--- config.mk ---
export PLATFORM = sky130hd
export DESIGN_NAME = adder_sum_accumulator_flat
export DESIGN_NICKNAME = d
export VERILOG_FILES = /design/src/rtl/adder_sum_accumulator_if.sv /design/src/rtl/adder_sum_accumulator.sv /design/src/flat_wrapper.sv
export SDC_FILE = /design/constraint.sdc
export NUM_CORES = 1
export LEC_CHECK = 0
export ABC_CLOCK_PERIOD_IN_PS = 4650
export BUFFER_PORTS_ARGS = -buffer_cell sky130_fd_sc_hd__buf_2
export CORE_UTILIZATION = 48
export CTS_CLUSTER_DIAMETER = 30
export DETAILED_ROUTE_END_ITERATION = 8
export GPL_TIMING_DRIVEN = 1
export PLACE_DENSITY = 0.78
export SYNTH_ARGS = -nofsm -noshare
export SYNTH_HDL_FRONTEND = slang
export SYNTH_SLANG_ARGS = --single-unit
--- constraint.sdc ---
create_clock -name clk -period 4.65 [get_ports clk]
set_input_delay 0.2325 -clock clk [delete_from_list [all_inputs] [get_ports clk]]
set_output_delay 0.2325 -clock clk [all_outputs]
set_load 0.005 [all_outputs]
--- src/rtl/adder_sum_accumulator_if.sv ---
// ---------------------------------------------------------------------------
// adder_sum_accumulator_if
//   Groups the sample, control and result signals of adder_sum_accumulator.
//   clk and rst_n stay plain ports on the module.
//
//   Signals:
//     start      run request, honoured only while the accumulator is idle
//     in_valid   sum_in/carry_in hold a valid adder result
//     sum_in     adder sum z[1:0]
//     carry_in   adder carry
//     in_ready   accumulator accepts a sample this cycle
//     acc        running or final total (ACC_W bits)
//     count      samples accepted in the current run (CNT_W bits)
//     overflow   sticky: the total wrapped during the run
//     out_valid  final total available
//     out_ready  consumer takes the total
//
//   Modports:
//     master  producer/consumer side (drives samples, start, out_ready)
//     slave   accumulator side
// ---------------------------------------------------------------------------
interface adder_sum_accumulator_if #(
  parameter int ACC_W = 8,
  parameter int CNT_W = 3
);
  logic             start;
  logic             in_valid;
  logic [1:0]       sum_in;
  logic             carry_in;
  logic             in_ready;
  logic [ACC_W-1:0] acc;
  logic [CNT_W-1:0] count;
  logic             overflow;
  logic             out_valid;
  logic             out_ready;

  modport master (
    output start, in_valid, sum_in, carry_in, out_ready,
    input  in_ready, acc, count, overflow, out_valid
  );

  modport slave (
    input  start, in_valid, sum_in, carry_in, out_ready,
    output in_ready, acc, count, overflow, out_valid
  );
endinterface

--- src/rtl/adder_sum_accumulator.sv ---
// ---------------------------------------------------------------------------
// adder_sum_accumulator
//   Sums NUM_SAMPLES results of the two-bit adder stage ({carry, z}, 0..7)
//   into an ACC_W-bit running total, then offers the total to a consumer
//   with a valid/ready handshake. A single-cycle start opens each run.
//
//   Ports:
//     clk    rising-edge clock
//     rst_n  asynchronous active-low reset
//     bus    adder_sum_accumulator_if.slave (see interface header)
//
//   Parameters:
//     ACC_W        accumulator width, minimum 3 (one sample must fit)
//     NUM_SAMPLES  samples per run, 1 .. 2**CNT_W-1
//     CNT_W        sample counter width
//
//   The bus interface instance must use the same ACC_W and CNT_W.
// ---------------------------------------------------------------------------
module adder_sum_accumulator #(
  parameter int ACC_W       = 8,
  parameter int NUM_SAMPLES = 7,
  parameter int CNT_W       = 3
) (
  input  logic                     clk,
  input  logic                     rst_n,
  adder_sum_accumulator_if.slave   bus
);

  typedef enum logic [1:0] {
    S_IDLE  = 2'b00,
    S_ACCUM = 2'b01,
    S_DONE  = 2'b10
  } state_t;

  state_t state, state_nxt;

  logic [ACC_W-1:0] acc_q;
  logic [CNT_W-1:0] count_q;
  logic             overflow_q;

  logic             is_accum;
  logic             accept;
  logic             last;
  logic [ACC_W-1:0] sample;
  logic [ACC_W:0]   sum_ext;

  assign is_accum = (state == S_ACCUM);
  assign accept   = bus.in_valid & is_accum;
  // The accept taking count from NUM_SAMPLES-1 completes the run.
  assign last     = (count_q == CNT_W'(NUM_SAMPLES - 1));
  assign sample   = ACC_W'({bus.carry_in, bus.sum_in});
  // One extra bit captures the carry-out that feeds the sticky overflow.
  assign sum_ext  = {1'b0, acc_q} + {1'b0, sample};

  // State register
  // NOTE: sequential state uses non-blocking (<=) so every register samples
  // pre-edge values regardless of statement order.
  always_ff @(posedge clk or negedge rst_n) begin
    if (!rst_n) state <= S_IDLE;
    else        state <= state_nxt;
  end

  // Next-state logic
  always_comb begin
    // NOTE: default first so no path leaves state_nxt unassigned (no latch).
    state_nxt = state;
    case (state)
      S_IDLE:  if (bus.start)      state_nxt = S_ACCUM;
      S_ACCUM: if (accept && last) state_nxt = S_DONE;
      S_DONE:  if (bus.out_ready)  state_nxt = S_IDLE;
      default:                     state_nxt = S_IDLE;  // illegal 2'b11
    endcase
  end

  // Handshake outputs decode from state only, so reset drops them at once.
  always_comb begin
    bus.in_ready  = 1'b0;
    bus.out_valid = 1'b0;
    case (state)
      S_ACCUM: bus.in_ready  = 1'b1;
      S_DONE:  bus.out_valid = 1'b1;
      default: ;
    endcase
  end

  // Datapath: cleared by start in IDLE, updated on accept, otherwise held.
  always_ff @(posedge clk or negedge rst_n) begin
    if (!rst_n) begin
      acc_q      <= '0;
      count_q    <= '0;
      overflow_q <= 1'b0;
    end else if (state == S_IDLE && bus.start) begin
      acc_q      <= '0;
      count_q    <= '0;
      overflow_q <= 1'b0;
    end else if (accept) begin
      acc_q      <= sum_ext[ACC_W-1:0];
      count_q    <= count_q + CNT_W'(1);
      overflow_q <= overflow_q | sum_ext[ACC_W];
    end
  end

  assign bus.acc      = acc_q;
  assign bus.count    = count_q;
  assign bus.overflow = overflow_q;

endmodule

--- src/flat_wrapper.sv ---
// flat-port wrapper written by rule: the top's interface ports become plain ports
module adder_sum_accumulator_flat 
#(
  parameter int ACC_W       = 8,
  parameter int NUM_SAMPLES = 7,
  parameter int CNT_W       = 3
)
  (clk, rst_n, bus_start, bus_in_valid, bus_sum_in, bus_carry_in, bus_out_ready, bus_in_ready, bus_acc, bus_count, bus_overflow, bus_out_valid);
  adder_sum_accumulator_if #(.ACC_W(ACC_W), .CNT_W(CNT_W)) bus_i ();
  input  logic clk;
  input  logic rst_n;
  input wire logic [$bits(bus_i.start)-1:0] bus_start;
  input wire logic [$bits(bus_i.in_valid)-1:0] bus_in_valid;
  input wire logic [$bits(bus_i.sum_in)-1:0] bus_sum_in;
  input wire logic [$bits(bus_i.carry_in)-1:0] bus_carry_in;
  input wire logic [$bits(bus_i.out_ready)-1:0] bus_out_ready;
  output wire logic [$bits(bus_i.in_ready)-1:0] bus_in_ready;
  output wire logic [$bits(bus_i.acc)-1:0] bus_acc;
  output wire logic [$bits(bus_i.count)-1:0] bus_count;
  output wire logic [$bits(bus_i.overflow)-1:0] bus_overflow;
  output wire logic [$bits(bus_i.out_valid)-1:0] bus_out_valid;
  assign bus_i.start = bus_start;
  assign bus_i.in_valid = bus_in_valid;
  assign bus_i.sum_in = bus_sum_in;
  assign bus_i.carry_in = bus_carry_in;
  assign bus_i.out_ready = bus_out_ready;
  assign bus_in_ready = bus_i.in_ready;
  assign bus_acc = bus_i.acc;
  assign bus_count = bus_i.count;
  assign bus_overflow = bus_i.overflow;
  assign bus_out_valid = bus_i.out_valid;
  adder_sum_accumulator #(.ACC_W(ACC_W), .NUM_SAMPLES(NUM_SAMPLES), .CNT_W(CNT_W)) u_core (.clk(clk), .rst_n(rst_n), .bus(bus_i));
endmodule
==> metrics <==
source-to-sink clock delay at the later pin of the worst-skew pair 0.28 ns; vias 613; violations in the final reports design-rule violations; global-route wire length before repair 2.71 mm; CP Capture Type register; summed instance area of the synthesized netlist 776 um^2; final setup margin 2.88 ns; global-route usage over all layers 20.3%; instance count after placement with tap cells included 111; top cells by area, synth sky130_fd_sc_hd__dfrtp_1 45%, sky130_fd_sc_hd__ha_1 8.1%, sky130_fd_sc_hd__nand2_1 5.8%; largest net degree at the start of global routing 15; number of DRC markers after the initial detailed-route iteration 14; clock transition at the registers of the reported paths 0.08 ns; unrepaired setup endpoints after global routing no; slowest library cell on the worst path sky130_fd_sc_hd__dfrtp_1; Main synth FF type sky130_fd_sc_hd__dfrtp_1; worst slew margin relative to its limit 71.8%; count of final hold-check violations 0; Clk Tree Root Cell sky130_fd_sc_hd__clkbuf_4; post-DR wirelength/cell 13.0 um; CTS Buffer Depth 2; number of sinks on the clock net 14; Crit. path cell count 7; number of enable-type register cells in the synthesized netlist 0; post-CTS setup buffers 0; number of buffers and inverters on the critical path 1; worst slack at placement 2.88 ns; met1 Use GR 26.8%; Critical Path Source Type register; most heavily used metal layer in global routing met2; area of the die 0.00178 mm^2; Warnings, synthesis 0; category of cells accounting for the largest share of critical-path delay adder cells; Reg2Reg Depth 7; Max stage delay on crit path 0.38 ns; leakage component of the power 0.491 nW; share of the synthesized area in the top cell type 45.2%; share of post-route cells with drive strength above 1 31.3%; final-layout fill cell count 133; classification of the worst-slack hold path in2reg; number of top-level pins 22; final worst path period need 1.77 ns; initial antenna violation count 0; average cell area after synthesis 10.5 um^2; Power per Cell Area 509 mW/mm^2; CP arrival 1.93 ns; post-CTS resize count 0; H-tree levels 1; Max rail drop VDD 0.000246 V; post-synthesis net count 88; slew at the pin closest to its max-slew limit 0.421 ns; TritonCTS clock tree built; kind of critical path reg2reg; final number of max-transition violations 0; Worst Hold Slack 0.226 ns; final core area utilization 62.0%; synthesized instance count 74; required time of the worst setup path 4.81 ns; Post-synth top cells 14 x sky130_fd_sc_hd__dfrtp_1, 12 x sky130_fd_sc_hd__nand2_1, 6 x sky130_fd_sc_hd__inv_1, 6 x sky130_fd_sc_hd__nor2_1, 5 x sky130_fd_sc_hd__ha_1; final HPWL from detailed placement 1.18 mm; Tcrit/Tclk final 38.1%; Total Routed Length 1.49 mm; largest fanout of any net on the critical path 3; number of synthesized register bits 14; TritonCTS Buffers 3; Layout Skew 0.00265 ns; Max Fclk 565 MHz; floorplan die width 42.2 um; Worst Hold Depth 3; via count normalized by instance count 5.33; Die Y 42.2 um; final non-filler cell total 115; final-layout setup total negative slack 0 ns; Starting Density 51.5%; max-cap check violation count 0; antenna-violating nets left 0; synthesis-to-finish area growth 20.3%; Antenna Diode Count 0; combined flip-flop and latch cell area 350 um^2; combined area of the multi-input logic cells 403 um^2; met3 Usage GRT 3.88%; hold bufs inserted after CTS 1; count of input and output buffers 21; run status finished, violations left; number of iterations in the first detailed-routing pass 6; placer's final routability congestion estimate 0.805; overflow left after global routing 0; series of cell instances along the critical path ha_1 -> inv_1 -> fa_1 -> nand2b_1 -> a211oi_2 -> xnor2_1 -> nor2_1; number of placement rows 14; via count of the first global-routing pass 641; cell accounting for the most synthesized area sky130_fd_sc_hd__dfrtp_1; leading cell type by number of instances after synthesis sky130_fd_sc_hd__dfrtp_1; number of unique standard cell types used by synthesis 26; GR Util met2 32.3%; DRC violations left 1; proportion of synthesized flip-flops having asynchronous set or reset 100%; post-synthesis sequential area ratio 45.2%; total of endpoints with negative setup slack in the final report 0; nets@finish 115; Core ar. 0.00151 mm^2
[power by group]
group	switching [mW]	internal, mW
combinational	0.104	0.0955
clock	0.0386	0.0301
sequential	0.0455	0.161
[stage by stage]
step | area, um^2 | power, mW
floorplan | 776 | 0.333
global placement | 901 | 0.402
detailed placement | 901 | 0.413
CTS | 933 | 0.483
global route | 933 | 0.522
finish | 933 | 0.476
[registers in the layout (all words and copies together), names as in the netlist]
signal,count
u_core.bus.acc,8
u_core.bus.count,3
u_core.state,2
u_core.bus.overflow,1
[worst reg2reg max path, delay by kind of cell (launching register included)]
kind,cells,cell delay (ns)
adders and majority gates,2,0.55
buffers and inverters,1,0.05
and+or+nand+nor,2,0.27
AOI/OAI and AO/OA,1,0.26
xor gates and xnor gates,1,0.14
DFF,1,0.38
[kinds of logic (layout without fill, tap and decap cells)]
family,count (synthesis),after routing,share of synthesized area [%]
muxes,3,3,3.87
and+or+nand+nor,31,31,22.1
AOI/OAI and AO/OA,11,11,11.9
buffers and inverters,6,31,2.90
adders and majority gates,6,6,10.6
xor gates and xnor gates,3,3,3.39
DFF,14,14,45.2
[per-layer routing]
metal	wire length, um	up-vias
met5	0	-
met4	25	0
met3	53	4
met2	739	15
met1	671	291
li1	-	303
[placed cells by master, fill, tap and decap left out]
master and n:
sky130_fd_sc_hd__a32o_1 1, sky130_fd_sc_hd__nor3b_2 1, sky130_fd_sc_hd__nand3_2 1, sky130_fd_sc_hd__nand2b_1 2, sky130_fd_sc_hd__a21oi_2 1, sky130_fd_sc_hd__ha_1 5, sky130_fd_sc_hd__a31oi_1 1, sky130_fd_sc_hd__nor2_1 6
sky130_fd_sc_hd__a211oi_2 1, sky130_fd_sc_hd__clkbuf_4 3, sky130_fd_sc_hd__nand2_1 12, sky130_fd_sc_hd__a21oi_4 1, sky130_fd_sc_hd__nand3b_4 1, sky130_fd_sc_hd__nor2b_1 3, sky130_fd_sc_hd__a22o_1 1, sky130_fd_sc_hd__fa_1 1
sky130_fd_sc_hd__xor2_1 1, sky130_fd_sc_hd__o21ai_1 3, sky130_fd_sc_hd__dlygate4sd3_1 1, sky130_fd_sc_hd__and3b_1 1, sky130_fd_sc_hd__mux2i_1 3, sky130_fd_sc_hd__nor2_2 1, sky130_fd_sc_hd__a41o_1 1, sky130_fd_sc_hd__buf_2 21
sky130_fd_sc_hd__inv_1 6, sky130_fd_sc_hd__dfrtp_1 14, sky130_fd_sc_hd__nand3_1 3, sky130_fd_sc_hd__xnor2_1 2, sky130_fd_sc_hd__a21oi_1 1
[path summary, 6_finish.rpt]
| kind | slack, ns | startpoint | endpoint |
|---|---|---|---|
| hold reg to reg | 0.50 | u_core.bus.acc[5]$_DFFE_PN0P_ | u_core.bus.acc[5]$_DFFE_PN0P_ |
| setup reg to reg | 2.88 | u_core.bus.acc[0]$_DFFE_PN0P_ | u_core.bus.acc[6]$_DFFE_PN0P_ |
| min in group asynchronous | 0.36 | rst_n | u_core.bus.overflow$_DFFE_PN0P_ |
| hold / removal | 0.23 | bus_start | u_core.state[0]$_DFFE_PN0P_ |
| setup / recovery | 2.88 | u_core.bus.acc[0]$_DFFE_PN0P_ | u_core.bus.acc[6]$_DFFE_PN0P_ |
| max in group asynchronous | 4.05 | rst_n | u_core.bus.count[2]$_DFFE_PN0P_ |
[final cells by class]
type	instances	share of cell area, %
repair buffers	22	12.3
flip-flops and latches	14	37.5
well taps	16	2.14
multi-input cells	54	43.2
inverters	6	2.41
clock buffers	3	2.41
(Power assumes the default switching activity.)
